==> config.mk <==
export PLATFORM = sky130hd
export DESIGN_NAME = mem_port_arbiter
export DESIGN_NICKNAME = d
export VERILOG_FILES = /design/src/rtl/cpu_pkg.sv /design/src/rtl/mem_port_arbiter.sv
export SDC_FILE = /design/constraint.sdc
export NUM_CORES = 1
export LEC_CHECK = 0
export ABC_CLOCK_PERIOD_IN_PS = 1200
export CORE_ASPECT_RATIO = 0.9
export CORE_MARGIN = 10
export CORE_UTILIZATION = 31
export CTS_CLUSTER_DIAMETER = 200
export DETAILED_ROUTE_END_ITERATION = 8
export PLACE_DENSITY = 0.84
export SKIP_CTS_REPAIR_TIMING = 1
export SYNTH_ARGS = -nofsm -noshare
export SYNTH_HDL_FRONTEND = slang
export SYNTH_SLANG_ARGS = --single-unit
==> constraint.sdc <==
create_clock -name clk -period 1.2 [get_ports clk]
set_input_delay 0.12 -clock clk [delete_from_list [all_inputs] [get_ports clk]]
set_output_delay 0.12 -clock clk [all_outputs]
set_load 0.01 [all_outputs]
==> src/rtl/cpu_pkg.sv <==
// Shared definitions for the CPU memory subsystem.
//   MEM_ADDR_W / MEM_DATA_W : default memory address and word widths
//   arb_state_e             : mem_port_arbiter FSM states (IDLE, ISSUE, RESP)
//   req_id_e                : requester identifiers (REQ_CPU, REQ_DBG)
package cpu_pkg;

  localparam int MEM_ADDR_W = 12;
  localparam int MEM_DATA_W = 16;

  typedef enum logic [1:0] {
    ARB_IDLE  = 2'd0,
    ARB_ISSUE = 2'd1,
    ARB_RESP  = 2'd2
  } arb_state_e;

  typedef enum logic {
    REQ_CPU = 1'b0,
    REQ_DBG = 1'b1
  } req_id_e;

endpackage

==> src/rtl/mem_port_arbiter.sv <==
// mem_port_arbiter: shares one single-port program/data memory between the
// CPU state machine and the debug/loader port. One access in flight at a time.
//
// Configuration macro: MEM_ARB_ROUND_ROBIN_EN
//   defined   : ties alternate using a last-grant flag (CPU wins first tie)
//   undefined : fixed priority, CPU wins every tie
//
// Ports:
//   clk, rst                         clock, synchronous active-high reset
//   cpu_req/we/addr/wdata  (in)      CPU request, held until cpu_gnt
//   cpu_gnt, cpu_rvalid, cpu_rdata   CPU grant pulse, read-valid pulse, data
//   dbg_*                            same set for the debug/loader requester
//   dbg_lock               (in)      blocks CPU grants while high
//   mem_en/we/addr/wdata   (out)     memory access strobe and fields
//   mem_rdata              (in)      memory data, valid cycle after mem_en
//   busy                   (out)     FSM not in IDLE
module mem_port_arbiter
  import cpu_pkg::*;
#(
  parameter int ADDR_W = cpu_pkg::MEM_ADDR_W,
  parameter int DATA_W = cpu_pkg::MEM_DATA_W
) (
  input  logic              clk,
  input  logic              rst,
  input  logic              cpu_req,
  input  logic              cpu_we,
  input  logic [ADDR_W-1:0] cpu_addr,
  input  logic [DATA_W-1:0] cpu_wdata,
  output logic              cpu_gnt,
  output logic              cpu_rvalid,
  output logic [DATA_W-1:0] cpu_rdata,
  input  logic              dbg_req,
  input  logic              dbg_we,
  input  logic [ADDR_W-1:0] dbg_addr,
  input  logic [DATA_W-1:0] dbg_wdata,
  output logic              dbg_gnt,
  output logic              dbg_rvalid,
  output logic [DATA_W-1:0] dbg_rdata,
  input  logic              dbg_lock,
  output logic              mem_en,
  output logic              mem_we,
  output logic [ADDR_W-1:0] mem_addr,
  output logic [DATA_W-1:0] mem_wdata,
  input  logic [DATA_W-1:0] mem_rdata,
  output logic              busy
);

  arb_state_e        state_q, state_d;
  req_id_e           sel_q, sel_d;
  logic              we_q, we_d;
  logic [ADDR_W-1:0] addr_q, addr_d;
  logic [DATA_W-1:0] wdata_q, wdata_d;

  logic cpu_gnt_q, cpu_gnt_d;
  logic dbg_gnt_q, dbg_gnt_d;
  logic cpu_rvalid_q, cpu_rvalid_d;
  logic dbg_rvalid_q, dbg_rvalid_d;
  logic mem_en_q, mem_en_d;
  logic mem_we_q, mem_we_d;
  logic busy_q, busy_d;

  logic cpu_elig;
  logic dbg_elig;

`ifdef MEM_ARB_ROUND_ROBIN_EN
  req_id_e last_q, last_d;

  function automatic req_id_e pick(input logic cpu_el, input logic dbg_el,
                                   input req_id_e last);
    if (cpu_el && dbg_el) begin
      pick = (last == REQ_DBG) ? REQ_CPU : REQ_DBG;
    end else if (dbg_el) begin
      pick = REQ_DBG;
    end else begin
      pick = REQ_CPU;
    end
  endfunction
`else
  function automatic req_id_e pick(input logic cpu_el, input logic dbg_el);
    if (cpu_el || !dbg_el) begin
      pick = REQ_CPU;
    end else begin
      pick = REQ_DBG;
    end
  endfunction
`endif

  assign cpu_elig = cpu_req & ~dbg_lock;
  assign dbg_elig = dbg_req;

  always_comb begin
    state_d = state_q;
    sel_d   = sel_q;
    we_d    = we_q;
    addr_d  = addr_q;
    wdata_d = wdata_q;
`ifdef MEM_ARB_ROUND_ROBIN_EN
    last_d  = last_q;
`endif

    unique case (state_q)
      ARB_IDLE: begin
        if (cpu_elig || dbg_elig) begin
`ifdef MEM_ARB_ROUND_ROBIN_EN
          sel_d  = pick(cpu_elig, dbg_elig, last_q);
          last_d = sel_d;
`else
          sel_d  = pick(cpu_elig, dbg_elig);
`endif
          if (sel_d == REQ_DBG) begin
            we_d    = dbg_we;
            addr_d  = dbg_addr;
            wdata_d = dbg_wdata;
          end else begin
            we_d    = cpu_we;
            addr_d  = cpu_addr;
            wdata_d = cpu_wdata;
          end
          state_d = ARB_ISSUE;
        end
      end
      ARB_ISSUE: state_d = we_q ? ARB_IDLE : ARB_RESP;
      ARB_RESP:  state_d = ARB_IDLE;
      default:   state_d = ARB_IDLE;
    endcase

    // Output strobes are decoded from the next state so they come straight
    // out of flops in the cycle the FSM occupies ISSUE / RESP.
    mem_en_d     = (state_d == ARB_ISSUE);
    mem_we_d     = (state_d == ARB_ISSUE) && we_d;
    cpu_gnt_d    = (state_d == ARB_ISSUE) && (sel_d == REQ_CPU);
    dbg_gnt_d    = (state_d == ARB_ISSUE) && (sel_d == REQ_DBG);
    cpu_rvalid_d = (state_d == ARB_RESP) && (sel_d == REQ_CPU);
    dbg_rvalid_d = (state_d == ARB_RESP) && (sel_d == REQ_DBG);
    busy_d       = (state_d != ARB_IDLE);
  end

  always_ff @(posedge clk) begin
    if (rst) begin
      state_q      <= ARB_IDLE;
      sel_q        <= REQ_CPU;
      we_q         <= 1'b0;
      addr_q       <= '0;
      wdata_q      <= '0;
      cpu_gnt_q    <= 1'b0;
      dbg_gnt_q    <= 1'b0;
      cpu_rvalid_q <= 1'b0;
      dbg_rvalid_q <= 1'b0;
      mem_en_q     <= 1'b0;
      mem_we_q     <= 1'b0;
      busy_q       <= 1'b0;
`ifdef MEM_ARB_ROUND_ROBIN_EN
      last_q       <= REQ_DBG;
`endif
    end else begin
      state_q      <= state_d;
      sel_q        <= sel_d;
      we_q         <= we_d;
      addr_q       <= addr_d;
      wdata_q      <= wdata_d;
      cpu_gnt_q    <= cpu_gnt_d;
      dbg_gnt_q    <= dbg_gnt_d;
      cpu_rvalid_q <= cpu_rvalid_d;
      dbg_rvalid_q <= dbg_rvalid_d;
      mem_en_q     <= mem_en_d;
      mem_we_q     <= mem_we_d;
      busy_q       <= busy_d;
`ifdef MEM_ARB_ROUND_ROBIN_EN
      last_q       <= last_d;
`endif
    end
  end

  assign cpu_gnt    = cpu_gnt_q;
  assign dbg_gnt    = dbg_gnt_q;
  assign cpu_rvalid = cpu_rvalid_q;
  assign dbg_rvalid = dbg_rvalid_q;
  assign mem_en     = mem_en_q;
  assign mem_we     = mem_we_q;
  assign mem_addr   = addr_q;
  assign mem_wdata  = wdata_q;
  assign busy       = busy_q;

  // Only the path from memory data is combinational, and only in RESP.
  assign cpu_rdata = (state_q == ARB_RESP && sel_q == REQ_CPU) ? mem_rdata : '0;
  assign dbg_rdata = (state_q == ARB_RESP && sel_q == REQ_DBG) ? mem_rdata : '0;

endmodule

==> metrics <==
status complete, but fails checks; failing checks setup timing; worst endpoint required time 1080 ps; largest net degree at the start of global routing 36; Area growth syn-to-layout 133%; Pleak 2.25 nW; max-cap violations 0; Initial DRT Pass Iterations 4; crit path DAT 1460 ps; CP endpoint kind primary output; Die H 95.4 um; Final Cell Area 4560 sq um; final hold vios 0; Synth warnings 0; CP Class flip-flop to primary output; vias per cell 5.29; filler instances 421; Finish-stage setup viols 64; CTS clk-pin slew, worst paths 80 ps; CTS Buf Count 5; clk buf depth 2; VDD IR max 0.000662 V; Max Transition Viols Final 0; Cell Rows 27; core area 6110 sq um; Mean Syn Cell Area 8.23 sq um; # IOs 146; initial core utilization 32.0%; Slew HR 73.6%; clk_lat worst skew 290 ps; Port Buf Inserts 145; dpl ws -503 ps; Detailed Place HPWL 6260 um; GPL Wtd Cong 0.743; final wirelength 10300 um; DP Cell Count 466; first-pass GRT wire length 12500 um; CTS root buf clkbuf_8; Mapped Area 1960 sq um; initial antenna violation count 0; Top delay family on crit path simple AND/OR/NAND/NOR gates; ANT nets after route 0; FF+latch count, synth 39; initial DRC count 69; P per Cell Area 920 nW/um^2; Final Critical Period 1580 ps; TritonCTS clock tree done; clock sink total 39; RSZ-0062 raised after global routing yes; Critical path buffers and inverters 3; Die ar. 9900 sq um; DP Area 3610 sq um; layout cells sized above 1 41.4%; Diodes inserted 0; Seq/Total Area, Yosys 39.9%; die width 104 um; library cells used by synthesis 23; final cell count without fillers 493; critical path's slowest cell dfxtp_4; syn_nets 317; final core utilization 74.5%; Hold Crit Class primary input to flip-flop; cells after synthesis 238; crit-path max FO 6; Routed wire per std cell 20.9 um; clk_skew 2.63 ps; post-route setup TNS -18470 ps; All-Layer GR Usage 15.1%; vias 2609; CP cell instances and3b_2 > buf_6 > buf_6 > and2_4 > buf_6; DRC violations left 0; H-tree Lvls 2; Nets 484; max incr delay on CP 400 ps; critical path's most frequent cell buf_6; number of global-route vias before repair 2424; Overflow after GRT 0; final worst path period share 131%; setup ws final -378 ps; Slew @ Worst Pin 393 ps; crit path launch type flip-flop; fmax 634 MHz
[worst paths after layout]
path	cells past startpoint	endpoint	slack, ps	from
worst max register to register	4	mem_addr[5]	-320	state_q[0]
worst min register to register	2	state_q[1]	560	we_q
worst min-delay path	4	cpu_gnt	300	cpu_req
worst max-delay path	5	dbg_rdata[13]	-380	state_q[0]
[Yosys cell counts]
master    instances  share of area [%]
nor3_1           89                 23
dfxtp_1          39                 40
and2_1           33                 11
o221ai_1         29                 13
clkbuf_1         15                2.9
buf_2             5                1.3
inv_1             5               0.96
clkbuf_8          3                2.1
nor2_1            3               0.58
a21oi_1           2               0.51
nor3b_1           2               0.77
o21ai_0           2               0.51
and3b_2           1               0.51
buf_1             1               0.19
buf_4             1               0.38
nand2_1           1               0.19
nand2b_1          1               0.32
nand3_1           1               0.26
nor2b_1           1               0.32
o21ai_2           1               0.45
or3b_2            1               0.45
or4b_2            1               0.51
or4b_4            1               0.70
[through the flow]
step / power, mW / hold WS (ps)
floorplan: 2.01 / 192
global placement: 2.70 / 546
detailed placement: 2.72 / 551
CTS: 3.86 / 446
global route: 4.36 / 335
finish: 4.19 / 300
[state kept, by name, summed over array words and instances (netlist names)]
| register | count |
|---|---|
| busy | 1 |
| cpu_gnt | 1 |
| cpu_rvalid | 1 |
| dbg_gnt | 1 |
| dbg_rvalid | 1 |
| mem_addr | 12 |
| mem_en | 1 |
| mem_wdata | 16 |
| mem_we | 1 |
| sel_q | 1 |
| state_q | 2 |
| we_q | 1 |
[area by class of cell]
class                   instances  area, sq um  share of cell area [%]
repair buffers                184         2010                    44.2
multi-input cells             170         1500                    32.9
flip-flops and latches         39          797                    17.5
well taps                      87          109                    2.39
clock buffers                   6         82.6                    1.81
clock inverters                 2         35.0                   0.769
inverters                       5         18.8                   0.412
[report_power, final]
| part | leakage, nW | switching (mW) | internal [mW] |
|---|---|---|---|
| combinational | 1.87 | 0.649 | 0.831 |
| sequential | 0.327 | 0.132 | 1.43 |
| clock | 0.0612 | 0.477 | 0.673 |
[layer usage]
layer	global-route usage, %	part of all wire, %	vias to the layer above
met1	16.9	41	1264
li1	-	-	1222
met5	0	0	-
met2	27.6	52	107
met4	2.78	1.6	0
met3	5.46	5.1	16
[worst register-to-register path: cells and delay by family (launching register included)]
family	cells	cell delay [ps]
AOI/OAI and AO/OA	1	150
buffers and inverters	1	220
DFF	1	380
and+or+nand+nor	2	670
[logic make-up (layout without fill, tap and decap cells)]
kind of cell	Yosys count	count (layout)	synth area share, %
AO/OA/AOI/OAI	34	34	14.4
AND/OR/NAND/NOR	135	136	37.9
flip-flops	39	39	39.9
buffers and inverters	30	197	7.80
[cell usage in the layout (no fill, tap or decap)]
master            n
o221ai_4         10
buf_12            5
o21ai_1           1
dlymetal6s2s_1   37
buf_2             4
dfxtp_2           7
or4b_4            2
or3b_4            1
nor2_2            1
clkinv_2          1
inv_1             4
nand3_1           1
and2_4           27
nor3_2           14
buf_4            19
nor2_1            2
buf_6            37
a21oi_1           2
clkbuf_16         4
and3b_2           2
clkbuf_2          2
o21ai_4           1
clkbuf_8          6
nor3b_1           1
dfxtp_4           2
nand2b_1          1
nor3b_4           1
dfxtp_1          30
inv_2             1
bufinv_16         1
o21ai_0           1
nor2b_4           1
clkdlybuf4s50_1  76
nor3_1           75
and2_1            6
o221ai_2         19
nand2_1           1
No activity file was read; power rests on OpenSTA's default activity.
